[config.mk]
export PLATFORM = sky130hd
export DESIGN_NAME = multdiv_pw_controller
export DESIGN_NICKNAME = d
export VERILOG_FILES = /design/src/rtl/multdiv_pw_controller.sv
export SDC_FILE = /design/constraint.sdc
export NUM_CORES = 1
export LEC_CHECK = 0
export ABC_CLOCK_PERIOD_IN_PS = 1500
export BUFFER_PORTS_ARGS = -buffer_cell sky130_fd_sc_hd__clkbuf_2
export CAP_MARGIN = 20
export CORE_MARGIN = 3
export CORE_UTILIZATION = 35
export CTS_CLUSTER_SIZE = 16
export DETAILED_ROUTE_END_ITERATION = 12
export PLACE_DENSITY = 0.75
export SETUP_SLACK_MARGIN = 0.02
export SYNTH_ARGS = -nofsm -noshare
export SYNTH_HDL_FRONTEND = slang
export SYNTH_SLANG_ARGS = --single-unit
[constraint.sdc]
create_clock -name clock -period 1.5 [get_ports clock]
set_input_delay 0.15 -clock clock [delete_from_list [all_inputs] [get_ports clock]]
set_output_delay 0.15 -clock clock [all_outputs]
set_load 0.01 [all_outputs]
[src/rtl/multdiv_pw_controller.sv]
`default_nettype none
// +--------------------------------------------------------------------------+
// | multdiv_pw_controller: stalls F/D/X and sequences the multdiv unit to P/W |
// | Rev 1.0                                                                   |
// +--------------------------------------------------------------------------+
module multdiv_pw_controller #(
    parameter logic [4:0] OPCODE_ALU = 5'b00000,
    parameter logic [4:0] ALUOP_MUL  = 5'b00110,
    parameter logic [4:0] ALUOP_DIV  = 5'b00111,
    parameter int         TIMEOUT    = 40,
    parameter int         CNT_W      = 6
) (
    input  logic        clock,
    input  logic        reset,
    input  logic [31:0] i_x_insn,
    input  logic [31:0] i_md_result,
    input  logic        i_md_rdy,
    input  logic        i_md_exception,
    output logic        o_ctrl_mult,
    output logic        o_ctrl_div,
    output logic        o_stall,
    output logic [31:0] o_insn,
    output logic [31:0] o_result,
    output logic        o_md_rdy,
    output logic        o_exception
);

    localparam logic [CNT_W-1:0] C_CNT_LAST = CNT_W'(TIMEOUT - 1);

    typedef enum logic [1:0] {
        S_IDLE   = 2'd0,
        S_LAUNCH = 2'd1,
        S_BUSY   = 2'd2,
        S_DONE   = 2'd3
    } state_t;

    state_t             state_q, state_d;
    logic [31:0]        held_insn_q, held_insn_d;
    logic [31:0]        held_result_q, held_result_d;
    logic               held_exc_q, held_exc_d;
    logic [CNT_W-1:0]   cnt_q, cnt_d;
    logic               w_is_md;

    assign w_is_md = (i_x_insn[31:27] == OPCODE_ALU) &&
                     ((i_x_insn[6:2] == ALUOP_MUL) || (i_x_insn[6:2] == ALUOP_DIV));

    always_ff @(posedge clock) begin
        if (reset) begin
            state_q       <= S_IDLE;
            held_insn_q   <= '0;
            held_result_q <= '0;
            held_exc_q    <= 1'b0;
            cnt_q         <= '0;
        end else begin
            state_q       <= state_d;
            held_insn_q   <= held_insn_d;
            held_result_q <= held_result_d;
            held_exc_q    <= held_exc_d;
            cnt_q         <= cnt_d;
        end
    end

    always_comb begin
        state_d       = state_q;
        held_insn_d   = held_insn_q;
        held_result_d = held_result_q;
        held_exc_d    = held_exc_q;
        cnt_d         = cnt_q;
        o_ctrl_mult   = 1'b0;
        o_ctrl_div    = 1'b0;
        o_stall       = 1'b0;
        o_insn        = '0;
        o_result      = '0;
        o_md_rdy      = 1'b0;
        o_exception   = 1'b0;

        case (state_q)
            S_IDLE: begin
                if (w_is_md) begin
                    o_stall     = 1'b1;
                    held_insn_d = i_x_insn;
                    state_d     = S_LAUNCH;
                end
            end
            S_LAUNCH: begin
                // Any ready seen here belongs to the previous operation.
                o_stall     = 1'b1;
                o_ctrl_mult = (held_insn_q[6:2] == ALUOP_MUL);
                o_ctrl_div  = (held_insn_q[6:2] != ALUOP_MUL);
                cnt_d       = '0;
                state_d     = S_BUSY;
            end
            S_BUSY: begin
                o_stall = 1'b1;
                if (i_md_rdy) begin
                    held_result_d = i_md_result;
                    held_exc_d    = i_md_exception;
                    state_d       = S_DONE;
                end else if (cnt_q == C_CNT_LAST) begin
                    held_result_d = '0;
                    held_exc_d    = 1'b1;
                    state_d       = S_DONE;
                end else begin
                    cnt_d = cnt_q + 1'b1;
                end
            end
            S_DONE: begin
                // The mul/div in X advances at this edge, so no relaunch.
                o_md_rdy    = 1'b1;
                o_insn      = held_insn_q;
                o_result    = held_result_q;
                o_exception = held_exc_q;
                state_d     = S_IDLE;
            end
            default: state_d = S_IDLE;
        endcase
    end

endmodule
`default_nettype wire

After elaboration in Yosys (flattened, before gate mapping). Cells that the tools add are included.

Add/subtract/negate cells: 1. Equal/unequal tests: 12. Mux-type cells: 19. Reductions and logical operators: 11.

Operators by type and width (count): 32-bit two-way mux (4); 5-bit by 3-bit == test with 1-bit output (second input constant) (3); 6-bit two-way mux (2); 6-bit case mux with 2 select lines (1); 2-bit case mux with 4 select lines (1); 1-bit two-way mux (7); 6-bit by 1-bit adder with 6-bit output (second input constant) (1); 6-bit == test (second input constant) (1); 2-bit two-way mux (3); 2-bit inequality test (second input constant) (3); 2-bit AND reduction (3); 5-bit zero test (1); 5-bit by 3-bit inequality test with 1-bit output (second input constant) (1); 2-bit == test (second input constant) (2); 2-bit nonzero test (2); 3-bit inequality test (second input constant) (1); 3-bit AND reduction (1); 2-bit by 1-bit == test with 1-bit output (second input constant) (1); 2-bit zero test (1); 1-bit case mux with 2 select lines (1); 2-bit OR reduction (1); 1-bit logical AND (1); 1-bit logical OR (1).

Register bits after elaboration: 73. Bits of input ports: 68. Output and inout bits: 69. Word-level logic and storage cells: 48.

Longest topological paths before layout. Gate-level depths: netlist of run 1.

Depth after elaboration: 5. Depth in mapped cells: 7. Gate-level depth less buffers: 6.

Worst setup path before layout of run 1. OpenSTA, ideal clock, no wires.

Kind: register -> register. From: register state_q[0]. To: register held_insn_q[20]. Setup time: 128 ps. Arrival: 1400 ps. Data required time: 1372 ps. Slack: -28 ps. Cell stages (with the launch flop): 8. Period minus slack after synthesis: 1528 ps. Path through: dfxtp_1 -> inv_1 -> ha_1 -> nand4_1 -> buf_2 -> buf_2 -> mux2i_1 -> nor2_1.

Word-level cells in the longest chain between the ends: 2.

Ends and longest elaborated chain: start, declared (RTL line 37) `state_t state_q, state_d;`; start signal, assigned (RTL line 55) `state_q <= state_d;`; 2-bit zero test (RTL line 77) `case (state_q)`; 2-bit AND reduction (no line); end signal, assigned (RTL line 56) `held_insn_q <= held_insn_d;`; end, declared (RTL line 38) `logic [31:0] held_insn_q, held_insn_d;`.

Every way passes these cells. A chain may end at the register's enable or synchronous reset.

Worst setup path after layout of run 1.
From: register state_q[0]. To: output port o_insn[12].

Word-level cells in the longest chain between the ends: 2.

Ends and longest elaborated chain: 2-bit == test (RTL line 77); 32-bit two-way mux (RTL line 77); end, declared (RTL line 22) `output logic [31:0] o_insn,`.

Every way passes these cells.

==> results.env, run 1 <==
FIRST_GLOBAL_VIAS=3066
REG2REG_SLACK_NS=-0.07
CP_DATA_ARRIVAL_TIME_NS=1.50
POWER.LEAKAGE_nW=2.30
WIRE_LENGTH_OF_THE_FIRST_GLOBAL_ROUTING_PASS_UM=14000
CTS_HOLD_BUFFERS=0
POST_SYNTH_NUM_CELL_TYPES=35
START_UTIL=0.366
FLOW.AREA_GROWTH_FROM_SYNTHESIS_PCT=48.6
HPWL_UM=6080
CTS.CLK_SLEW.WORST_PATHS_NS=0.08
DOMINANTREGCELLSYNTH='sky130_fd_sc_hd__dfxtp_1'
GRT_MOST_USED_LAYER='met2'
UNREPAIRED_SETUP_ENDPOINTS_AFTER_GLOBAL_ROUTING='true'
CLOCK_LATENCY_NS=0.35
PLACED_CELL_AREA_UM2=4170
SYNTH_ENABLE_FLOP_CELLS=0
TIMING.RR.END='cnt_q[3]$_SDFFE_PP0P_'
WORSTMARGINPINSLEW_NS=0.403
GLOBALROUTEMET3UTIL=0.0580
YOSYS.AREA.TOP_TYPE_SHARE=0.452
NUMCLOCKSINKS=73
DETAILROUTE.VIA_COUNT=3213
TIMING.FINAL.CRIT_PERIOD_NS=1.65
PLACEDCELLCOUNT=618
R2R_CELLS=6
CORE_UM2=8850
FP-ROW-COUNT=34
INSTANCES_NO_FILL=646
TIMING.CRITICAL_PATH.TO='o_insn[12]'
PLACE.GP.CONGESTION=0.825
WIRELENGTH_UM=9630
TIMING.FINAL.CRIT_SHARE=1.10
POSTSYNTH.ASYNCRESETSHARE=0
POSTSYNTHNETCOUNT=456
FAILED_CHECKS='setup timing'
STARTPOINT='state_q[0]$_SDFFE_PP0P_'
CTS-ROOT-TO-SINK-BUFFERS=2
POST_SYNTH.CELL_AREA_AVG_UM2=8.47
GRT_ANTENNA_BEFORE_REPAIR=0
CLK_ROOT_BUFFER_CELL='sky130_fd_sc_hd__clkbuf_8'
SYNTHCELLS=382
ROUTEDWLPERCELL_UM=14.9
POSTLAYOUTCELLAREA_UM2=4810
PLACEMENT.IO_BUFFERS=136
SYNTHMOSTINSTANTIATEDCELL='sky130_fd_sc_hd__and2_1'
FINAL_HOLD_VIOL_COUNT=0
ANTENNA_LEFT=0
GRT_START_MAX_NET_PINS=43
PER_CELL_VIA_COUNT_IN_THE_ROUTED_DESIGN=4.97
MAXCAPVIOLCOUNT=0
POST-ROUTE-WORST-SETUP-SLACK_NS=-0.146
CTS_BUFFERS=9
WORST_IR_DROP_VDD_mV=0.588
POWER_PER_CELL_AREA_nW_PER_UM2=829
YOSYSSEQAREASHARE=0.452
CRITICAL_PATH.STARTPOINT_TYPE='flop'
TIMING.FINAL.MAX_SLEW_VIOLATIONS=0
RUN_STATUS='finished, violations left'
MAX_CLOCK_FREQ_MHz=608
FINAL_NETS=608
CRITPATHCAPTURETYPE='primary output'
DRT_FIRST_PASS_ITERS=4
CLOCK_TREE_FROM_TRITONCTS='yes'
TIMING.CRITICAL_PATH.FANOUT_MAX=21
YS.WARNINGS.COUNT=0
GRT_OVERFLOW_TOTAL=0
DRT_DRC_VIOLATIONS_LEFT=0
CTS_MAX_LEVEL=3
GROUTE.USAGE.OVERALL=0.170
DIE_W_UM=102
REGTOREGSTARTPOINT='state_q[0]$_SDFFE_PP0P_'
PLACE_WORST_SETUP_SLACK_NS=-0.0449
NUM_IO_PINS=137
REQUIRED_NS=1.35
DIE_HEIGHT_UM=102
DIE-AREA_UM2=10400
GRT_USE_MET2=0.296
DRIVE_ABOVE_1_SHARE=0.394
YOSYSTOPAREACELL='sky130_fd_sc_hd__dfxtp_1'
CLOCK_SKEW_NS=0.00631
SYN-CELL-AREA_UM2=3240
NETLIST_TOP_CELLS_COUNT='74 x sky130_fd_sc_hd__and2_1, 73 x sky130_fd_sc_hd__dfxtp_1, 40 x sky130_fd_sc_hd__a21oi_1'
GLOBAL_ROUTE.USAGE.MET1=0.193
CRITICALPATHCATEGORY='reg -> out'
DRT_FIRST_ITER_VIOLATIONS=80
N_DIODES=0
SETUP_VIOL_COUNT_FINAL=69
HP-CLASS='in -> reg'
SYNTHTOPCELLSBYAREA='sky130_fd_sc_hd__dfxtp_1 45%, sky130_fd_sc_hd__and2_1 14%, sky130_fd_sc_hd__mux2i_1 7.4%'
MAX-SLEW-MARGIN-REL=0.729
POST_SYNTHESIS_SEQUENTIAL_ELEMENT_COUNT=73
what timing repair did:
action,CTS,global route
resized for setup,22,93
buffers inserted,1,5
pin swaps,0,2
setup endpoints to repair,92,136
gates cloned,2,5
worst min-delay path by stage:
stage	from	end	slack, ns	cells past startpoint
6_report	i_md_result[18]	held_result_q[18]$_SDFFE_PP0P_	0.01	3
3_3_place_gp	i_md_result[18]	held_result_q[18]$_SDFFE_PP0P_	0.38	3
5_1_grt	i_md_result[7]	held_result_q[7]$_SDFFE_PP0P_	0.01	3
3_5_place_dp	i_md_result[13]	held_result_q[13]$_SDFFE_PP0P_	0.38	3
2_1_floorplan	i_md_result[0]	held_result_q[0]$_SDFFE_PP0P_	0.29	2
4_1_cts	i_md_result[18]	held_result_q[18]$_SDFFE_PP0P_	0.0002	3
metrics by stage:
| stage | util | TNS [ns] | hold WS [ns] | power (mW) |
|---|---|---|---|---|
| 2_1_floorplan | - | 0 | 0.286 | 2.10 |
| 3_3_place_gp | 0.471 | -0.000913 | 0.379 | 2.25 |
| 3_5_place_dp | 0.471 | -0.284 | 0.383 | 2.25 |
| 4_1_cts | 0.510 | -6.86 | 0.000167 | 3.98 |
| 5_1_grt | 0.543 | -13.06 | 0.0111 | 4.13 |
| 6_report | 0.543 | -7.93 | 0.0138 | 3.99 |
cell usage in the layout, fill, tap and decap left out, types with 4 or more instances in the layout:
cell type	synthesis	final
sky130_fd_sc_hd__dfxtp_1	73	70
sky130_fd_sc_hd__and2_4	0	6
sky130_fd_sc_hd__mux2i_1	24	20
sky130_fd_sc_hd__buf_4	1	15
sky130_fd_sc_hd__a21oi_1	40	40
sky130_fd_sc_hd__nand2b_1	4	4
sky130_fd_sc_hd__nand2_1	37	37
sky130_fd_sc_hd__clkbuf_8	0	10
sky130_fd_sc_hd__nor2_1	26	26
sky130_fd_sc_hd__buf_12	0	8
sky130_fd_sc_hd__and2_1	74	68
sky130_fd_sc_hd__clkbuf_16	0	5
sky130_fd_sc_hd__o21ai_0	30	27
sky130_fd_sc_hd__buf_6	0	10
sky130_fd_sc_hd__o21ai_1	3	6
sky130_fd_sc_hd__buf_2	3	54
sky130_fd_sc_hd__clkbuf_2	0	75
sky130_fd_sc_hd__mux2i_2	0	4
worst max-delay path, stage by stage, from the launching register on:
cell,delay [ns]
sky130_fd_sc_hd__dfxtp_2,0.38
sky130_fd_sc_hd__buf_6,0.12
sky130_fd_sc_hd__ha_4,0.19
sky130_fd_sc_hd__buf_12,0.16
sky130_fd_sc_hd__and2_1,0.15
sky130_fd_sc_hd__buf_2,0.13
kinds of logic (layout without fill, tap and decap cells):
group                      Yosys count  count (layout)  share of synthesized area
and+or+nand+nor                    158             158                      0.257
muxes                               24              24                     0.0742
adders and majority gates            6               6                     0.0232
AOI/OAI and AO/OA                   86              86                      0.151
DFF                                 73              73                      0.452
buffers and inverters               35             191                     0.0429
power by group:
part | switching (mW) | total [mW] | internal (mW)
clock | 0.731 | 1.70 | 0.973
sequential | 0.00915 | 1.95 | 1.94
combinational | 0.158 | 0.329 | 0.170
registers in the layout, indices dropped and copies added, names as in the netlist:
register / count
cnt_q: 6
state_q: 2
held_result_q: 32
held_exc_q: 1
held_insn_q: 32
cell type report:
class / instances / area [um2]
clock inverters: 3 / 65.1
fillers: 793 / 4040
multi-input cells: 274 / 1740
clock buffers: 12 / 145
well taps: 108 / 135
repair buffers: 170 / 1230
inverters: 6 / 30.0
flip-flops and latches: 73 / 1470
per-layer routing:
layer	part of all wire	up-vias	wire length (um)
li1	-	1570	-
met1	0.43	1498	4170
met2	0.48	133	4600
met3	0.076	12	731
met4	0.014	0	136
met5	0	-	0
Power figures use the tool's default switching activity.
==> run 2, diff against run 1 <==
Settings changed: ABC_CLOCK_PERIOD_IN_PS 1500 to 1440.
Clock period 1.5 ns to 1.44 ns, I/O delays scaled along.
==> results.env, run 2 (synthesis gave the netlist of run 1 again) <==
REG2REG_SLACK_NS=-0.07  # about the same
FP-ROW-COUNT=34  # unchanged
GRT_OVERFLOW_TOTAL=0  # unchanged
PLACE_WORST_SETUP_SLACK_NS=-0.0551  # -0.0102 ns
HPWL_UM=6300  # +3.6%
P_TOTAL_mW=4.40  # +10%
POWER.SHARE.CLOCK=0.443  # +0.016
CTS_MAX_LEVEL=3  # unchanged
DRT_DRC_VIOLATIONS_LEFT=0  # unchanged
PER_CELL_VIA_COUNT_IN_THE_ROUTED_DESIGN=4.92  # -1.1%
DIE_W_UM=102  # unchanged
HOLD_WS_NS=0.0200  # +0.00612 ns
UNREPAIRED_SETUP_ENDPOINTS_AFTER_GLOBAL_ROUTING='true'
HP-CLASS='in -> reg'
LARGEST_REGISTERS='held_insn_q (32), held_result_q (32), cnt_q (6)'
MOST_FREQUENT_STANDARD_CELL_IN_THE_LAYOUT_EXCLUDING_FILL_AND_TAP_CELLS='sky130_fd_sc_hd__clkbuf_2'
FINAL_NETS=621  # +2.1%
ANTENNA_LEFT=0  # unchanged
DRT_FIRST_PASS_ITERS=4  # unchanged
START_UTIL=0.366  # unchanged
CP_DATA_ARRIVAL_TIME_NS=1.47  # -0.03 ns
SETUP_VIOL_COUNT_FINAL=85  # +23%
CTS_BUFFERS=9  # unchanged
HOLDPATHSTAGES=3  # unchanged
CLOCK_SKEW_NS=0.00512  # -0.00120 ns
N_DIODES=0  # unchanged
TIMING.FINAL.MAX_SLEW_VIOLATIONS=0  # unchanged
WIRELENGTH_MET1_UM=3970  # -4.6%
CTS.CLK_SLEW.WORST_PATHS_NS=0.08  # about the same
SWITCHING_POWER_mW=0.990  # +10%
R2R_CELLS=7  # +1
LAYOUT.CELLS.MOST_COMMON_LIST='91 x sky130_fd_sc_hd__clkbuf_2, 66 x sky130_fd_sc_hd__dfxtp_1, 63 x sky130_fd_sc_hd__and2_1'
GRT_ANTENNA_BEFORE_REPAIR=0  # unchanged
MET2_WIRELENGTH_UM=5410  # +18%
DETAILROUTE.VIA_COUNT=3247  # +1.1%
FINAL_HOLD_VIOL_COUNT=0  # unchanged
WIRELENGTH_UM=10000  # +4.3%
CLOCK_LATENCY_NS=0.34  # about the same
ROUTEDWLPERCELL_UM=15.2  # +2.1%
LAYOUT.FILLER_CELLS=793  # unchanged
CTS-ROOT-TO-SINK-BUFFERS=2  # unchanged
WIRE_LENGTH_OF_THE_FIRST_GLOBAL_ROUTING_PASS_UM=14100  # +0.69%
MAXCAPVIOLCOUNT=0  # unchanged
FINAL_CORE_UTIL=0.579  # +0.0361
CRITICALPATHCATEGORY='reg -> out'
FIRST_GLOBAL_VIAS=3013  # -1.7%
MAX-SLEW-MARGIN-REL=0.668  # -0.0603
CRITICAL_PATH.STARTPOINT_TYPE='flop'
DIE-AREA_UM2=10400  # unchanged
CELL_INTERNAL_PWR_mW=3.41  # +10%
CRITPATHCAPTURETYPE='primary output'
PLACEMENT.IO_BUFFERS=136  # unchanged
POWER_PER_CELL_AREA_nW_PER_UM2=858  # +3.6%
FAILED_CHECKS='setup timing'
RUN_STATUS='finished, violations left'
GROUTE.USAGE.OVERALL=0.173  # +0.00225
NUMCLOCKSINKS=73  # unchanged
DIE_HEIGHT_UM=102  # unchanged
CLK_ROOT_BUFFER_CELL='sky130_fd_sc_hd__clkbuf_8'
DETAILROUTE.WIRELENGTH.MET3_UM=617  # -16%
SWITCHING_SHARE=0.225  # -0.000286
GRT_START_MAX_NET_PINS=34  # -21%
TIMING.FINAL.CRIT_SHARE=1.12
TIMING.CRITICAL_PATH.FANOUT_MAX=29  # +38%
MAX_CLOCK_FREQ_MHz=618
POWER_FRAC_SEQ=0.461  # -0.029
CLOCK_TREE_FROM_TRITONCTS='yes'
POWER.SHARE.COMBINATIONAL=0.095  # +0.013
REQUIRED_NS=1.30  # -0.05 ns
CORE_UM2=8850  # unchanged
DRT_FIRST_ITER_VIOLATIONS=106  # +33%
DR.MAX_LAYER_USED='met4'
DRIVE_ABOVE_1_SHARE=0.482  # +0.0878
POWER.LEAKAGE_nW=2.39  # +3.9%
WORSTMARGINPINSLEW_NS=0.498  # +0.0941 ns
PLACE.GP.CONGESTION=0.732  # -11%
NUM_IO_PINS=137  # unchanged
POST-ROUTE-WORST-SETUP-SLACK_NS=-0.177  # -0.0315 ns
WORST_IR_DROP_VDD_mV=0.739  # +26%
FLOW.AREA_GROWTH_FROM_SYNTHESIS_PCT=58.5
TIMING.FINAL.CRIT_PERIOD_NS=1.62
-- run 2: cell count changes in the layout (fill, tap and decap cells not counted), moves of 5 or more --
cell	delta
sky130_fd_sc_hd__and2_4	+5
sky130_fd_sc_hd__and2_1	-5
sky130_fd_sc_hd__o21ai_0	-26
sky130_fd_sc_hd__o21ai_2	+22
sky130_fd_sc_hd__buf_6	+9
sky130_fd_sc_hd__a21oi_1	-9
sky130_fd_sc_hd__buf_2	-17
sky130_fd_sc_hd__a21oi_2	+9
sky130_fd_sc_hd__clkbuf_2	+16
-- run 2: power groups by stage --
stage                     Sequential (mW)  Clock [mW]  Combinational (mW)
after floorplan                      2.08           0               0.114
after global placement               2.08           0               0.266
after detailed placement             2.08           0               0.269
after CTS                            2.03        1.99               0.313
after global routing                 2.03        2.07               0.454
final                                2.03        1.95               0.420
-- run 2: per-layer routing --
| layer | GRT usage | vias up |
|---|---|---|
| met5 | 0 | - |
| met4 | 0.0454 | 0 |
| met3 | 0.0594 | 5 |
| met2 | 0.304 | 97 |
| met1 | 0.200 | 1535 |
| li1 | - | 1610 |
-- run 2: final timing paths --
check                                startpoint                              to
setup reg to reg          cnt_q[0]$_SDFFE_PP0P_         state_q[0]$_SDFFE_PP0P_
setup / recovery        state_q[0]$_SDFFE_PP0P_                    o_result[28]
hold / removal                  i_md_result[21]  held_result_q[21]$_SDFFE_PP0P_
hold reg to reg   held_result_q[2]$_SDFFE_PP0P_   held_result_q[2]$_SDFFE_PP0P_
-- run 2: through the flow --
stage	cell area, um2	cells	setup TNS (ns)
final	5130	660	-9.72
after global routing	5130	660	-16.84
after CTS	4670	651	-10.19
after detailed placement	4170	621	-0.615
after global placement	4170	621	-0.308
after floorplan	3250	382	-0.350
-- run 2: timing repair --
action / CTS / global route
hold buffers: 1 / 0
pin swaps: 10 / 49
cloned: 2 / 5
setup buffers: 11 / 7
setup endpoints to repair: 97 / 137
gates resized for setup: 33 / 155
hold endpoints to repair: 1 / 0
-- run 2: layout make-up --
class	count	area, um2	share of cell area
Clock buffer	10	128	0.0249
Sequential cell	73	1470	0.287
Timing Repair Buffer	183	1350	0.263
Multi-Input combinational cell	274	1900	0.371
Clock inverter	6	115	0.0224
Tap cell	108	135	0.0264
Inverter	6	25.0	0.00488
-- run 2: worst max-delay path: stages, from the launching register on --
cell	delay [ns]
sky130_fd_sc_hd__dfxtp_2	0.34
sky130_fd_sc_hd__buf_6	0.12
sky130_fd_sc_hd__ha_4	0.19
sky130_fd_sc_hd__buf_12	0.17
sky130_fd_sc_hd__and2_1	0.16
sky130_fd_sc_hd__clkbuf_2	0.14
